[config.mk]
export PLATFORM = sky130hd
export DESIGN_NAME = usb_tx
export DESIGN_NICKNAME = d
export VERILOG_FILES = /design/src/rtl/usb_pkg.sv /design/src/rtl/usb_crc16.sv /design/src/rtl/usb_tx.sv
export SDC_FILE = /design/constraint.sdc
export NUM_CORES = 1
export LEC_CHECK = 0
export CORE_UTILIZATION = 37
export DETAILED_ROUTE_END_ITERATION = 16
export GPL_ROUTABILITY_DRIVEN = 0
export PLACE_DENSITY = 0.58
export SYNTH_ARGS = -nofsm -noshare
export SYNTH_HDL_FRONTEND = slang
export SYNTH_SLANG_ARGS = --single-unit
[constraint.sdc]
create_clock -name clk48 -period 4.21 [get_ports clk48]
set_input_delay 0.842 -clock clk48 [delete_from_list [all_inputs] [get_ports clk48]]
set_output_delay 0.842 -clock clk48 [all_outputs]
set_load 0.03 [all_outputs]
[src/rtl/usb_pkg.sv]
// rtl/usb_pkg.sv - shared USB constants, line encodings and transmitter state type
package usb_pkg;

    localparam logic [3:0] PID_ACK   = 4'h2;
    localparam logic [3:0] PID_NAK   = 4'hA;
    localparam logic [3:0] PID_STALL = 4'hE;
    localparam logic [3:0] PID_DATA0 = 4'h3;
    localparam logic [3:0] PID_DATA1 = 4'hB;

    localparam logic [15:0] CRC16_POLY = 16'h8005;
    localparam logic [15:0] CRC16_INIT = 16'hFFFF;

    // {p, n}
    localparam logic [1:0] LINE_J   = 2'b10;
    localparam logic [1:0] LINE_K   = 2'b01;
    localparam logic [1:0] LINE_SE0 = 2'b00;

    localparam int CLOCKS_PER_BIT_DEFAULT = 4;

    typedef enum logic [2:0] {
        ST_IDLE,
        ST_SYNC,
        ST_PID,
        ST_DATA,
        ST_CRC,
        ST_EOP_SE0,
        ST_EOP_J
    } tx_state_e;

    function automatic logic [15:0] reflect16(input logic [15:0] v);
        logic [15:0] r;
        for (int i = 0; i < 16; i++) begin
            r[i] = v[15-i];
        end
        return r;
    endfunction

endpackage

[src/rtl/usb_crc16.sv]
// rtl/usb_crc16.sv - serial USB CRC16 over LSB-first bits
module usb_crc16
    import usb_pkg::*;
(
    input  logic        clk48,
    input  logic        reset_n,
    input  logic        clear,
    input  logic        enable,
    input  logic        bit_in,
    output logic [15:0] crc_out
);

    // Register is kept bit-reversed so crc_out[0] is the first CRC bit on the wire.
    localparam logic [15:0] POLY_REFL = reflect16(CRC16_POLY);

    logic [15:0] crc_q, crc_d;

    always_comb begin
        crc_d = crc_q;
        if (clear) begin
            crc_d = CRC16_INIT;
        end else if (enable) begin
            crc_d = (crc_q >> 1) ^ ((bit_in ^ crc_q[0]) ? POLY_REFL : 16'h0000);
        end
    end

    always_ff @(posedge clk48 or negedge reset_n) begin
        if (!reset_n) begin
            crc_q <= CRC16_INIT;
        end else begin
            crc_q <= crc_d;
        end
    end

    assign crc_out = crc_q;

endmodule

[src/rtl/usb_tx.sv]
// rtl/usb_tx.sv - full-speed USB packet serializer: SYNC, PID, payload, CRC16, EOP
module usb_tx
    import usb_pkg::*;
#(
    parameter int CLOCKS_PER_BIT       = CLOCKS_PER_BIT_DEFAULT,
    parameter int BUFFER_ADDRESS_WIDTH = 8,
    parameter int LENGTH_WIDTH         = 10
) (
    input  logic                            clk48,
    input  logic                            reset_n,
    input  logic                            start,
    input  logic [3:0]                      pid,
    input  logic [LENGTH_WIDTH-1:0]         data_length,
    output logic [BUFFER_ADDRESS_WIDTH-1:0] buffer_address,
    input  logic [31:0]                     buffer_read_value,
    output logic                            usb_d_p_out,
    output logic                            usb_d_n_out,
    output logic                            usb_oe,
    output logic                            busy,
    output logic                            done
);

    localparam int CW = (CLOCKS_PER_BIT > 1) ? $clog2(CLOCKS_PER_BIT) : 1;
    localparam logic [CW-1:0] CNT_LAST = CW'(CLOCKS_PER_BIT - 1);

    tx_state_e                      state_q, state_d, ns;
    logic [3:0]                     idx_q, idx_d, nidx;
    logic [CW-1:0]                  cnt_q, cnt_d;
    logic [2:0]                     ones_q, ones_d;
    logic [LENGTH_WIDTH-1:0]        bi_q, bi_d, bi_n, len_q, len_d;
    logic [LENGTH_WIDTH:0]          bi_inc, next_word_start;
    logic [3:0]                     pid_q, pid_d;
    logic [31:0]                    word_q, word_d, data_word;
    logic [BUFFER_ADDRESS_WIDTH-1:0] addr_q, addr_d;
    logic                           dp_q, dp_d, dn_q, dn_d;
    logic                           oe_q, oe_d, busy_q, busy_d, done_q, done_d;
    logic                           tick, new_word, nbit, crc_clear, crc_en;
    logic [7:0]                     pid_byte;
    logic [15:0]                    crc_out;

    assign tick     = (cnt_q == CNT_LAST);
    assign pid_byte = {~pid_q, pid_q};
    assign bi_inc   = {1'b0, bi_q} + 1'b1;

    // Position (state, bit index, byte index) of the next non-stuff bit.
    always_comb begin
        ns   = state_q;
        nidx = idx_q + 4'd1;
        bi_n = bi_q;
        case (state_q)
            ST_SYNC: if (idx_q == 4'd7) begin
                ns   = ST_PID;
                nidx = 4'd0;
            end
            ST_PID: if (idx_q == 4'd7) begin
                nidx = 4'd0;
                if (pid_q[1:0] == PID_DATA0[1:0]) begin
                    bi_n = '0;
                    ns   = (len_q == '0) ? ST_CRC : ST_DATA;
                end else begin
                    ns = ST_EOP_SE0;
                end
            end
            ST_DATA: if (idx_q == 4'd7) begin
                nidx = 4'd0;
                if (bi_inc == {1'b0, len_q}) begin
                    ns = ST_CRC;
                end else begin
                    bi_n = bi_inc[LENGTH_WIDTH-1:0];
                end
            end
            ST_CRC: if (idx_q == 4'd15) begin
                ns   = ST_EOP_SE0;
                nidx = 4'd0;
            end
            ST_EOP_SE0: if (idx_q == 4'd1) begin
                ns   = ST_EOP_J;
                nidx = 4'd0;
            end
            default: begin
                ns   = ST_IDLE;
                nidx = 4'd0;
            end
        endcase
    end

    // A fresh word is taken straight from the buffer port on its first bit.
    assign new_word        = (ns == ST_DATA) && (nidx == 4'd0) && (bi_n[1:0] == 2'b00);
    assign data_word       = new_word ? buffer_read_value : word_q;
    assign next_word_start = {1'b0, bi_n[LENGTH_WIDTH-1:2], 2'b00} + (LENGTH_WIDTH+1)'(4);

    always_comb begin
        nbit = 1'b0;
        case (ns)
            ST_SYNC: nbit = (nidx == 4'd7);
            ST_PID:  nbit = pid_byte[nidx[2:0]];
            ST_DATA: nbit = data_word[{bi_n[1:0], nidx[2:0]}];
            ST_CRC:  nbit = ~crc_out[nidx];
            default: nbit = 1'b0;
        endcase
    end

    always_comb begin
        state_d   = state_q;
        idx_d     = idx_q;
        cnt_d     = tick ? '0 : cnt_q + 1'b1;
        ones_d    = ones_q;
        bi_d      = bi_q;
        len_d     = len_q;
        pid_d     = pid_q;
        word_d    = word_q;
        addr_d    = addr_q;
        dp_d      = dp_q;
        dn_d      = dn_q;
        oe_d      = oe_q;
        busy_d    = busy_q;
        done_d    = 1'b0;
        crc_clear = 1'b0;
        crc_en    = 1'b0;
        if (state_q == ST_IDLE) begin
            cnt_d = '0;
            if (start) begin
                state_d      = ST_SYNC;
                idx_d        = 4'd0;
                ones_d       = 3'd0;
                bi_d         = '0;
                len_d        = data_length;
                pid_d        = pid;
                addr_d       = '0;
                {dp_d, dn_d} = LINE_K;
                oe_d         = 1'b1;
                busy_d       = 1'b1;
                crc_clear    = 1'b1;
            end
        end else if (tick) begin
            if (ones_q == 3'd6 && (state_q inside {ST_SYNC, ST_PID, ST_DATA, ST_CRC})) begin
                dp_d   = ~dp_q;
                dn_d   = ~dn_q;
                ones_d = 3'd0;
            end else begin
                state_d = ns;
                idx_d   = nidx;
                bi_d    = bi_n;
                crc_en  = (ns == ST_DATA);
                case (ns)
                    ST_SYNC, ST_PID, ST_DATA, ST_CRC: begin
                        if (nbit) begin
                            ones_d = ones_q + 3'd1;
                        end else begin
                            ones_d = 3'd0;
                            dp_d   = ~dp_q;
                            dn_d   = ~dn_q;
                        end
                    end
                    ST_EOP_SE0: {dp_d, dn_d} = LINE_SE0;
                    ST_EOP_J:   {dp_d, dn_d} = LINE_J;
                    default: begin
                        {dp_d, dn_d} = LINE_J;
                        oe_d         = 1'b0;
                        busy_d       = 1'b0;
                        done_d       = 1'b1;
                    end
                endcase
                if (new_word) begin
                    word_d = buffer_read_value;
                    if (next_word_start < {1'b0, len_q}) begin
                        addr_d = BUFFER_ADDRESS_WIDTH'(bi_n[LENGTH_WIDTH-1:2] + 1'b1);
                    end
                end
            end
        end
    end

    always_ff @(posedge clk48 or negedge reset_n) begin
        if (!reset_n) begin
            state_q <= ST_IDLE;
            idx_q   <= 4'd0;
            cnt_q   <= '0;
            ones_q  <= 3'd0;
            bi_q    <= '0;
            len_q   <= '0;
            pid_q   <= 4'd0;
            word_q  <= 32'd0;
            addr_q  <= '0;
            dp_q    <= 1'b1;
            dn_q    <= 1'b0;
            oe_q    <= 1'b0;
            busy_q  <= 1'b0;
            done_q  <= 1'b0;
        end else begin
            state_q <= state_d;
            idx_q   <= idx_d;
            cnt_q   <= cnt_d;
            ones_q  <= ones_d;
            bi_q    <= bi_d;
            len_q   <= len_d;
            pid_q   <= pid_d;
            word_q  <= word_d;
            addr_q  <= addr_d;
            dp_q    <= dp_d;
            dn_q    <= dn_d;
            oe_q    <= oe_d;
            busy_q  <= busy_d;
            done_q  <= done_d;
        end
    end

    usb_crc16 u_crc (
        .clk48   (clk48),
        .reset_n (reset_n),
        .clear   (crc_clear),
        .enable  (crc_en),
        .bit_in  (nbit),
        .crc_out (crc_out)
    );

    assign buffer_address = addr_q;
    assign usb_d_p_out    = dp_q;
    assign usb_d_n_out    = dn_q;
    assign usb_oe         = oe_q;
    assign busy           = busy_q;
    assign done           = done_q;

endmodule

---- Word level (Yosys, flattened, before mapping) ----
Index checks and enable logic that the tools add are counted.
cells by class
  $lt $le $gt $ge ......................... 4
  bitwise gates (word level) .............. 8
  reduce and logical (&&, ||, !) cells .... 23
  mux-type cells .......................... 80
  eq/ne operators ......................... 23
  add/sub/neg operators ................... 6
operators by type and width
  operator                                                                       number
  10-bit two-way mux                                                             8
  3-bit two-way mux                                                              18
  16-bit two-way mux                                                             3
  8-bit two-way mux                                                              6
  32-bit two-way mux                                                             1
  4-bit two-way mux                                                              7
  1-bit two-way mux                                                              27
  10-bit case mux with 2 select lines                                            1
  3-bit equality test (second input constant)                                    6
  15-bit by 16-bit bitwise XOR with 16-bit output                                1
  3-bit case mux with 5 select lines                                             1
  3-bit by 2-bit equality test with 1-bit output (second input constant)         4
  4-bit case mux with 3 select lines                                             1
  3-bit AND reduction                                                            4
  10-bit by 1-bit adder with 11-bit output (second input constant)               1
  10-bit by 3-bit adder with 11-bit output (second input constant)               1
  11-bit by 10-bit equality test with 1-bit output                               1
  11-bit by 10-bit less-than comparator with 1-bit output                        1
  10-bit logical NOT                                                             1
  8-bit by 1-bit adder with 8-bit output (second input constant)                 1
  4-bit by 3-bit equality test with 1-bit output (second input constant)         2
  2-bit nonzero test                                                             4
  3-bit by 1-bit equality test with 1-bit output (second input constant)         2
  5-bit by 6-bit less-than comparator with 1-bit output (second input constant)  1
  32 further kinds                                                               41
storage, ports and cells
  output and inout port bits .............. 13
  bits of input ports ..................... 49
  flip-flop bits (word level) ............. 96

---- Depth between registers and ports, before layout ----
Gate-level depths: netlist of the first run.
  depth in word-level cells ............... 17
  mapped depth ............................ 23
  depth with buffers taken out ............ 22

---- Hierarchy ----
From an unflattened synthesis of the first run, not the netlist that was laid out.
unflattened totals
  cells, all modules ...................... 719
  area total of the unflattened synthesis .. 6712.7 um^2
by module, submodules not included
  module     cells an instance  area an instance (um^2)  instances
  usb_tx     662                6009.5                   1
  usb_crc16  57                 703.2                    1

---- Worst setup path before layout of the first run ----
Ideal clock, no wire load.
  kind .................................... register to register
  start ................................... register bi_q[1]
  end ..................................... register addr_q[2] (netlist: buffer_address[2])
  setup slack ............................. -0.326 ns
  data arrival time ....................... 4.411 ns
  required time ........................... 4.085 ns
  buffers on the path ..................... 1
  setup time .............................. 0.125 ns
  stages on the path, launching flop included .. 22
  cells stage by stage .................... dfrtp_1 and3_1 and3_4 or4b_4 a211oi_2 a21oi_2 a21oi_1 nor2_1 o22ai_1 ha_1 ha_1 a21o_1 a21oi_1 nor2b_1 o21ai_0 nand2b_1 a21oi_1 nor2b_1 o21ai_0 o2111a_1 buf_2 mux2_2
on the way
  longest elaborated chain between the ends .. 11
  elaborated cells between the ends (all ways) .. 25
RTL lines
  element                                                                            line           RTL
  start: declaration                                                                 usb_tx.sv:30   logic [LENGTH_WIDTH-1:0] bi_q, bi_d, bi_n, len_q, len_d;
  start signal: assignment                                                           usb_tx.sv:195  bi_q <= bi_d;
  branches (longest 11 deep; another with 10-bit by 1-bit adder with 11-bit output)  --
  end signal: assignment                                                             usb_tx.sv:199  addr_q <= addr_d;
  end: declaration                                                                   usb_tx.sv:34   logic [BUFFER_ADDRESS_WIDTH-1:0] addr_q, addr_d;
Parallel ways; which one is timed is not known. The select of a mux whose other input is x is not followed.
A chain may end at the register's enable or synchronous reset.

---- Worst setup path after layout of the first run ----
  start ................................... register bi_q[0]
  end ..................................... register addr_q[6] (netlist: buffer_address[6])
Same word-level chain as after synthesis.

==> results by group, run 1 <==
Synth
  • Share of synthesized flip-flops with an asynchronous set or reset: 100.0%
  • Count of flip-flops with a built-in enable after synthesis: 0
  • Number of cells produced by synthesis: 659
  • Yosys Warn Count: 0
  • Share of synthesized area occupied by flip-flops and latches: 40.46%
  • Post-synth design cell area: 5989 um2
  • Number of distinct library cell variants in the gate-level netlist after synthesis: 76
  • #FFs+latches synth: 96
  • Number of nets in the synthesized netlist: 726
  • Avg Cell Area, Syn: 9.089 um2
  • Most used DFF post-synth: dfrtp_1

Power
  • IR Drop Worst-Case VDD: about 0.00019 V
  • Cell leakage power: between 0.003 and 0.004 uW
  • Total power of the final layout: 2155 uW
  • Power density cells: between 200 and 300 nW/um2

Global routing
  • Maximum number of pins on one net before global-route repair: 63
  • Gr usage total: between 20% and 30%
  • First-pass GRT wire length: roughly 28000 um
  • Grt total ovfl: 0
  • Number of antenna violations at the first check in global routing: 0
  • Number of global-route vias before repair: 5559

Routing
  • Post-Route WL: ~17000 um
  • Number of vias in the routed layout: 5447
  • Detail-routed net length per standard cell: 17.02 um
  • Via density per instance: 5.485
  • Iteration-0 DRC Markers: ~230
  • Number of nets still failing antenna checks after routing: 0
  • Post-route DRC: 0
  • First-pass detailed-route iteration total: 5

STA
  • RSZ-0062 raised after global routing: yes
  • Final worst setup slack: -0.07508 ns
  • Final min period: 4.285 ns
  • Skew final: between 0.01 and 0.015 ns
  • Fin. max-slew vios: 0
  • Final count of hold timing violations: 0
  • Total setup violations reported at the end of the flow: 8
  • Slew at the pin with the worst max-slew slack: 0.8009 ns
  • Final worst path period share: 101.8%
  • Slew margin rel.: 46.60%
  • FMAX: 233.4 MHz

Clock tree
  • Number of clock buffers inserted by TritonCTS: 9
  • Worst skew pair latency: 0.36 ns
  • Largest buffer count on any clock path: 2
  • Clock sink total: 96
  • CTS H-tree lvls: 3
  • CTS clk-pin slew, worst paths: 0.07 ns
  • Clock root buffer: clkbuf_16
  • Clock tree from TritonCTS: yes

Hold path
  • Start point of the worst min-delay path: cnt_q[0]
  • Path class of the lowest-slack min-delay path: reg2reg

Die
  • I/O pin count: 62
  • Starting density of the core: 37.84%
  • Die H: 129.2 um
  • Placeable core area: 15830 um2
  • Number of placement rows: 46
  • Die Width: 129.2 um
  • DIE AREA: 16700 um2

Final layout
  • Antenna diode instance count: 0
  • Number of non-filler instances in the completed layout: just under 1000
  • Most common cell after layout, fill and taps aside: nand2_1
  • Commonest cells after routing, fill and taps aside: 98 x nand2_1, 76 x dfrtp_1, 75 x buf_4
  • Area growth, synth to finish: 30.94%
  • Proportion of layout cells with a drive suffix above 1: 26.00%
  • Post-layout nets: 839

Critical path
  • Launching element of the worst setup path: bi_q[0]
  • Signal arrival time at the worst endpoint: 4.53 ns
  • Critical path class: reg2reg
  • Sort of element at the start of the critical path: flop
  • Crit path max fanout: 7
  • Worst reg2reg setup slack: -0.08 ns
  • Worst reg2reg path endpoint: buffer_address[6]
  • Cell depth of the worst flop-to-flop path: 21
  • Termination of the worst setup path: buffer_address[6]
  • Critical path endpoint category: flop
  • Worst flop-to-flop path startpoint: bi_q[0]
  • CP Data Required Time: 4.46 ns

Run
  • Count of max-cap constraint violations: 0

Run status
  • Violated checks: negative setup slack
  • Status: complete, but fails checks

Placed design
  • Number of cells after detailed placement: between 900 and 1000
  • Half-perimeter wire length after detailed placement: 12550 um
  • Port Buffer Count: 61
[worst max-delay path: stages, from the launching register on]
cell and delay (ns):
dfrtp_2 0.43, and3_4 0.19, and3_4 0.18, or4b_4 0.50
a211oi_4 0.30, a21oi_4 0.12, a21oi_2 0.13, nor2_1 0.07
o22ai_2 0.28, inv_2 0.10, ha_4 0.21, a21o_1 0.18
a21o_1 0.19, a21oi_2 0.11, nor2b_1 0.05, o21ai_1 0.11
nand2b_1 0.06, a21oi_1 0.12, nor2b_1 0.06, o21ai_1 0.11
o2111a_2 0.35, mux2_4 0.33
[repair_timing]
action | 4_1_cts | 5_1_grt
resized for setup | 24 | 15
endpoints found under the setup margin | 8 | 10
hold buffers | 0 | 0
pin swaps | 7 | 5
setup buffers | 2 | 3
[layer usage]
layer | global-route usage, % | share of wire [%] | up-vias
met4 | 13.36 | 4.3 | 0
met1 | 25.95 | 42 | 2626
met3 | 3.840 | 4.3 | 50
met5 | 0 | 0 | -
li1 | - | - | 2609
met2 | 36.18 | 49 | 162
[metrics by stage]
| stage | setup TNS [ns] | util (%) | cell area [um2] | hold slack, ns | setup WS (ns) |
|---|---|---|---|---|---|
| 2_1_floorplan | 0 | - | 6028 | 0.4150 | 0.003882 |
| 3_3_place_gp | -0.8578 | 46.01 | 7282 | 0.4276 | -0.1229 |
| 3_5_place_dp | -1.843 | 46.01 | 7282 | 0.4330 | -0.2482 |
| 4_1_cts | -0.1834 | 48.86 | 7734 | 0.4545 | -0.03376 |
| 5_1_grt | -1.844 | 49.55 | 7843 | 0.4956 | -0.2391 |
| 6_report | -0.4850 | 49.55 | 7843 | 0.4579 | -0.07508 |
[cells by family (layout without fill, tap and decap cells)]
family | count (synthesis) | after routing | share of synthesized area [%]
flip-flops | 96 | 96 | 40.46
AO/OA/AOI/OAI | 175 | 175 | 20.33
adder cells (fa/ha/maj) | 19 | 19 | 3.927
multiplexers | 46 | 46 | 8.544
AND/OR/NAND/NOR | 241 | 241 | 18.95
buffers and inverters | 57 | 175 | 3.906
XOR/XNOR | 25 | 25 | 3.886
[how the worst min path moves through the flow]
stage,endpoint,slack (ns),depth (start not counted)
floorplan,cnt_q[0],0.41,1
global placement,cnt_q[0],0.43,1
detailed placement,cnt_q[0],0.43,1
CTS,cnt_q[0],0.45,1
global route,cnt_q[0],0.50,1
finish,cnt_q[0],0.46,1
[power breakdown]
part	leakage, uW	total (uW)	switching (uW)	internal [uW]
logic	0.00193	245	124	121
registers	0.00116	980	25.6	954
clock network	0.000164	930	397	533
total	0.00325	2150	546	1610
[synthesized netlist by cell type, drive strengths merged, types with 7 or more instances]
cell type  number  area share [%]
a21oi          29             2.5
a22o           11             1.6
a22oi           7            0.96
a31oi           8            0.84
and2           12             1.3
buf            10            0.96
clkbuf         25             1.6
dfrtp          79              33
dfstp          17             7.5
ha             18             3.8
inv            22             1.4
mux2           41             7.7
nand2          99             6.2
nand2b          7            0.73
nand3          20             1.8
nand4           7            0.73
nor2           50             3.1
nor3           17             1.6
o211ai          8             1.0
o21ai          45             3.8
o22ai          10             1.0
xnor2          15             2.2
xor2            9             1.3
[cell type report]
| class | instances | area (um2) |
|---|---|---|
| Clock buffer | 9 | 225.2 |
| Clock inverter | 7 | 111.4 |
| Fill cell | 1478 | 7985 |
| Inverter | 22 | 82.58 |
| Multi-Input combinational cell | 506 | 3540 |
| Sequential cell | 96 | 2427 |
| Tap cell | 216 | 270.3 |
| Timing Repair Buffer | 137 | 1186 |
[state kept, by name, indices dropped and copies added (netlist names)]
name	cells
u_crc.crc_out	16
len_q	10
bi_q	10
idx_q	4
ones_q	3
buffer_address	8
usb_d_p_out	1
busy	1
cnt_q	2
done	1
word_q	32
usb_d_n_out	1
state_q	3
pid_q	4
Note: power is estimated with default switching activity, not from simulation.
==> run 2: changes to the inputs <==
--- a/config.mk
+++ b/config.mk
@@ -8,6 +8,7 @@
 export CORE_UTILIZATION = 37
 export DETAILED_ROUTE_END_ITERATION = 16
 export GPL_ROUTABILITY_DRIVEN = 0
+export GPL_TIMING_DRIVEN = 0
 export PLACE_DENSITY = 0.58
 export SYNTH_ARGS = -nofsm -noshare
 export SYNTH_HDL_FRONTEND = slang
==> run 2 against run 1 <==
Net effect:
- the flow still finishes with violations (negative setup slack)
- wire length increased by 0.15%
- global-route usage is 0.32 points lower
- worst hold slack lost 0.013 ns
- non-clock buffer count decreased by 21
- critical path depth up 1
- maximum frequency down 4.8%
- first-iteration DRC count increased by 65%
- cell count is 2.1% lower
- clock skew decreased by 0.0014 ns
==> results by group, run 2 (synthesized netlist as in run 1, its figures left out) <==
Run status
  • Status: complete, but fails checks
  • Violated checks: negative setup slack

Routing
  • Post-Route WL: between 15000 and 20000 um
  • First-pass detailed-route iteration total: 5
  • Post-route DRC: 0
  • Number of vias in the routed layout: 5439
  • Iteration-0 DRC Markers: 384
  • Number of nets still failing antenna checks after routing: 0
  • Detail-routed net length per standard cell: 17.41 um
  • Via density per instance: 5.596

Critical path
  • Worst flop-to-flop path startpoint: bi_q[0]
  • Worst reg2reg path endpoint: buffer_address[4]
  • Critical path class: reg2reg
  • Crit path max fanout: 7
  • CP Data Required Time: 4.46 ns
  • Sort of element at the start of the critical path: flop
  • Cell depth of the worst flop-to-flop path: 22
  • Critical path endpoint category: flop
  • Worst reg2reg setup slack: -0.29 ns
  • Signal arrival time at the worst endpoint: roughly 4.8 ns

Power
  • Net Sw Frac: 26.34%
  • Clock network fraction of total power: a little over two fifths
  • Sw Pwr: around 550 uW
  • Power density cells: roughly 280 nW/um2
  • Cell-internal power: 1540 uW
  • IR Drop Worst-Case VDD: 0.0001866 V
  • Total power of the final layout: about 2100 uW
  • Cell leakage power: 0.003064 uW
  • Part of the total power dissipated in combinational logic: 11.4%
  • Flop pwr share: 46.8%

Final layout
  • Area growth, synth to finish: 26.63%
  • Most common cell after layout, fill and taps aside: nand2_1
  • Max FFs per register: 32
  • Register with the highest flop count: word_q
  • Proportion of layout cells with a drive suffix above 1: a little over a fifth
  • Post-layout nets: between 800 and 900
  • Antenna diode instance count: 0
  • Fillers: roughly 1500
  • Number of non-filler instances in the completed layout: 972
  • Post-route cell area: 7585 um2
  • Commonest cells after routing, fill and taps aside: 99 x nand2_1, 74 x dfrtp_1, 60 x clkdlybuf4s50_1

Clock tree
  • CTS H-tree lvls: 3
  • Clock tree from TritonCTS: yes
  • Clock sink total: 96
  • Largest buffer count on any clock path: 2
  • Hold buffers post-CTS: 0
  • CTS clk-pin slew, worst paths: 0.07 ns
  • Worst skew pair latency: about 0.36 ns
  • Clock root buffer: clkbuf_16
  • Number of clock buffers inserted by TritonCTS: 9

Global routing
  • Grt total ovfl: 0
  • Number of global-route vias before repair: 5392
  • Maximum number of pins on one net before global-route repair: 54
  • Met3 capacity usage during global routing: ~3.4%
  • Number of antenna violations at the first check in global routing: 0
  • Met2 track demand over resource in global routing: 35.83%
  • Gr usage total: a little over a fifth
  • Met1 Use GR: 26.83%
  • First-pass GRT wire length: between 20000 and 30000 um
  • Most crowded layer after global routing: met2

Placed design
  • Half-perimeter wire length after detailed placement: 12380 um
  • Standard cell area after detailed placement: 6934 um2
  • Number of cells after detailed placement: 937
  • Port Buffer Count: 61

STA
  • Fin. max-slew vios: 0
  • RSZ-0062 raised after global routing: yes
  • Slew margin rel.: between 40% and 50%
  • Slew at the pin with the worst max-slew slack: 0.7749 ns
  • Final count of hold timing violations: 0
  • Final worst setup slack: -0.2923 ns
  • Final worst path period share: 106.9%
  • Final min period: 4.502 ns
  • FMAX: ~220 MHz
  • Skew final: 0.009003 ns
  • Setup tns final: -2.104 ns
  • Total setup violations reported at the end of the flow: 8

Die
  • Placeable core area: 15830 um2
  • Starting density of the core: 37.84%
  • I/O pin count: between 60 and 70
  • Die Width: roughly 130 um
  • Number of placement rows: 46
  • Die H: 129.2 um
  • DIE AREA: 16700 um2

Hold path
  • Min-Delay Path Depth: 1
  • Path class of the lowest-slack min-delay path: reg2reg
  • End of the worst hold path: cnt_q[0]
  • Start point of the worst min-delay path: cnt_q[0]

Run
  • Count of max-cap constraint violations: 0
-- run 2: cell types whose count changed in the layout (fill, tap and decap cells not counted), moves of 3 or more --
cell      previous run  this run
buf_4               75        28
clkbuf_1             0        14
clkbuf_2             0         5
buf_1                0         3
buf_2                0         3
-- run 2: cell type report --
| cell class | count | area, um2 | area share (%) |
|---|---|---|---|
| Sequential cell | 96 | 2430 | 32.04 |
| Buffer | 29 | 141.4 | 1.864 |
| Timing Repair Buffer | 87 | 823.3 | 10.85 |
| Inverter | 22 | 82.58 | 1.089 |
| Clock inverter | 7 | 91.34 | 1.204 |
| Clock buffer | 9 | 225.2 | 2.969 |
| Multi-Input combinational cell | 506 | 3521 | 46.42 |
| Tap cell | 216 | 270.3 | 3.563 |
-- run 2: power groups by stage --
stage / Combinational (uW) / Clock [uW] / Sequential (uW)
6_report: 237 / 874 / 979
5_1_grt: 262 / 932 / 983
4_1_cts: 234 / 894 / 979
3_5_place_dp: 230 / 0 / 994
3_3_place_gp: 222 / 0 / 993
2_1_floorplan: 120 / 0 / 989
-- run 2: critical path: stages (launching register included) --
cell and delay (ns):
dfrtp_2 0.45, and3_4 0.20, and3_4 0.18, or4b_4 0.52, a211oi_4 0.31, a21oi_4 0.14
a21oi_2 0.14, nor2_1 0.07, o22ai_2 0.28, inv_1 0.10, ha_1 0.28, a21o_1 0.16
a21o_1 0.18, a21oi_2 0.12, nor2b_1 0.05, o21ai_1 0.11, nand2b_1 0.08, a21oi_2 0.11
nor2b_1 0.05, o21ai_1 0.15, o2111a_1 0.22, buf_6 0.15, mux2_2 0.33
-- run 2: worst max-delay path by stage --
stage	start	end	slack, ns	cells past startpoint
6_report	bi_q[0]	buffer_address[4]	-0.29	22
5_1_grt	bi_q[0]	buffer_address[4]	-0.49	22
4_1_cts	bi_q[0]	buffer_address[2]	-0.27	21
3_5_place_dp	bi_q[1]	buffer_address[6]	-0.67	21
3_3_place_gp	reset_n	bi_q[0]	-1.71	1
2_1_floorplan	bi_q[0]	buffer_address[2]	0.004	21
-- run 2: timing repair --
| action | CTS | global route |
|---|---|---|
| gates resized for setup | 27 | 17 |
| endpoints found under the setup margin | 15 | 23 |
| gates cloned | 0 | 0 |
| pin swaps | 7 | 12 |
| setup buffers | 12 | 13 |
-- run 2: routing by layer --
layer / up-vias / part of all wire, %
li1: 2572 / -
met4: 0 / 3.1
met2: 163 / 48
met3: 44 / 4.7
met1: 2660 / 44
met5: - / 0
-- run 2: per-stage QoR --
step / setup WS (ns) / utilization [%] / hold WS [ns]
after global routing: -0.4868 / 47.92 / 0.4691
final: -0.2923 / 47.92 / 0.4453
after floorplan: 0.003882 / - / 0.4150
after detailed placement: -0.6696 / 43.81 / 0.4374
after global placement: -1.715 / 43.65 / 0.4287
after CTS: -0.2651 / 46.92 / 0.4473
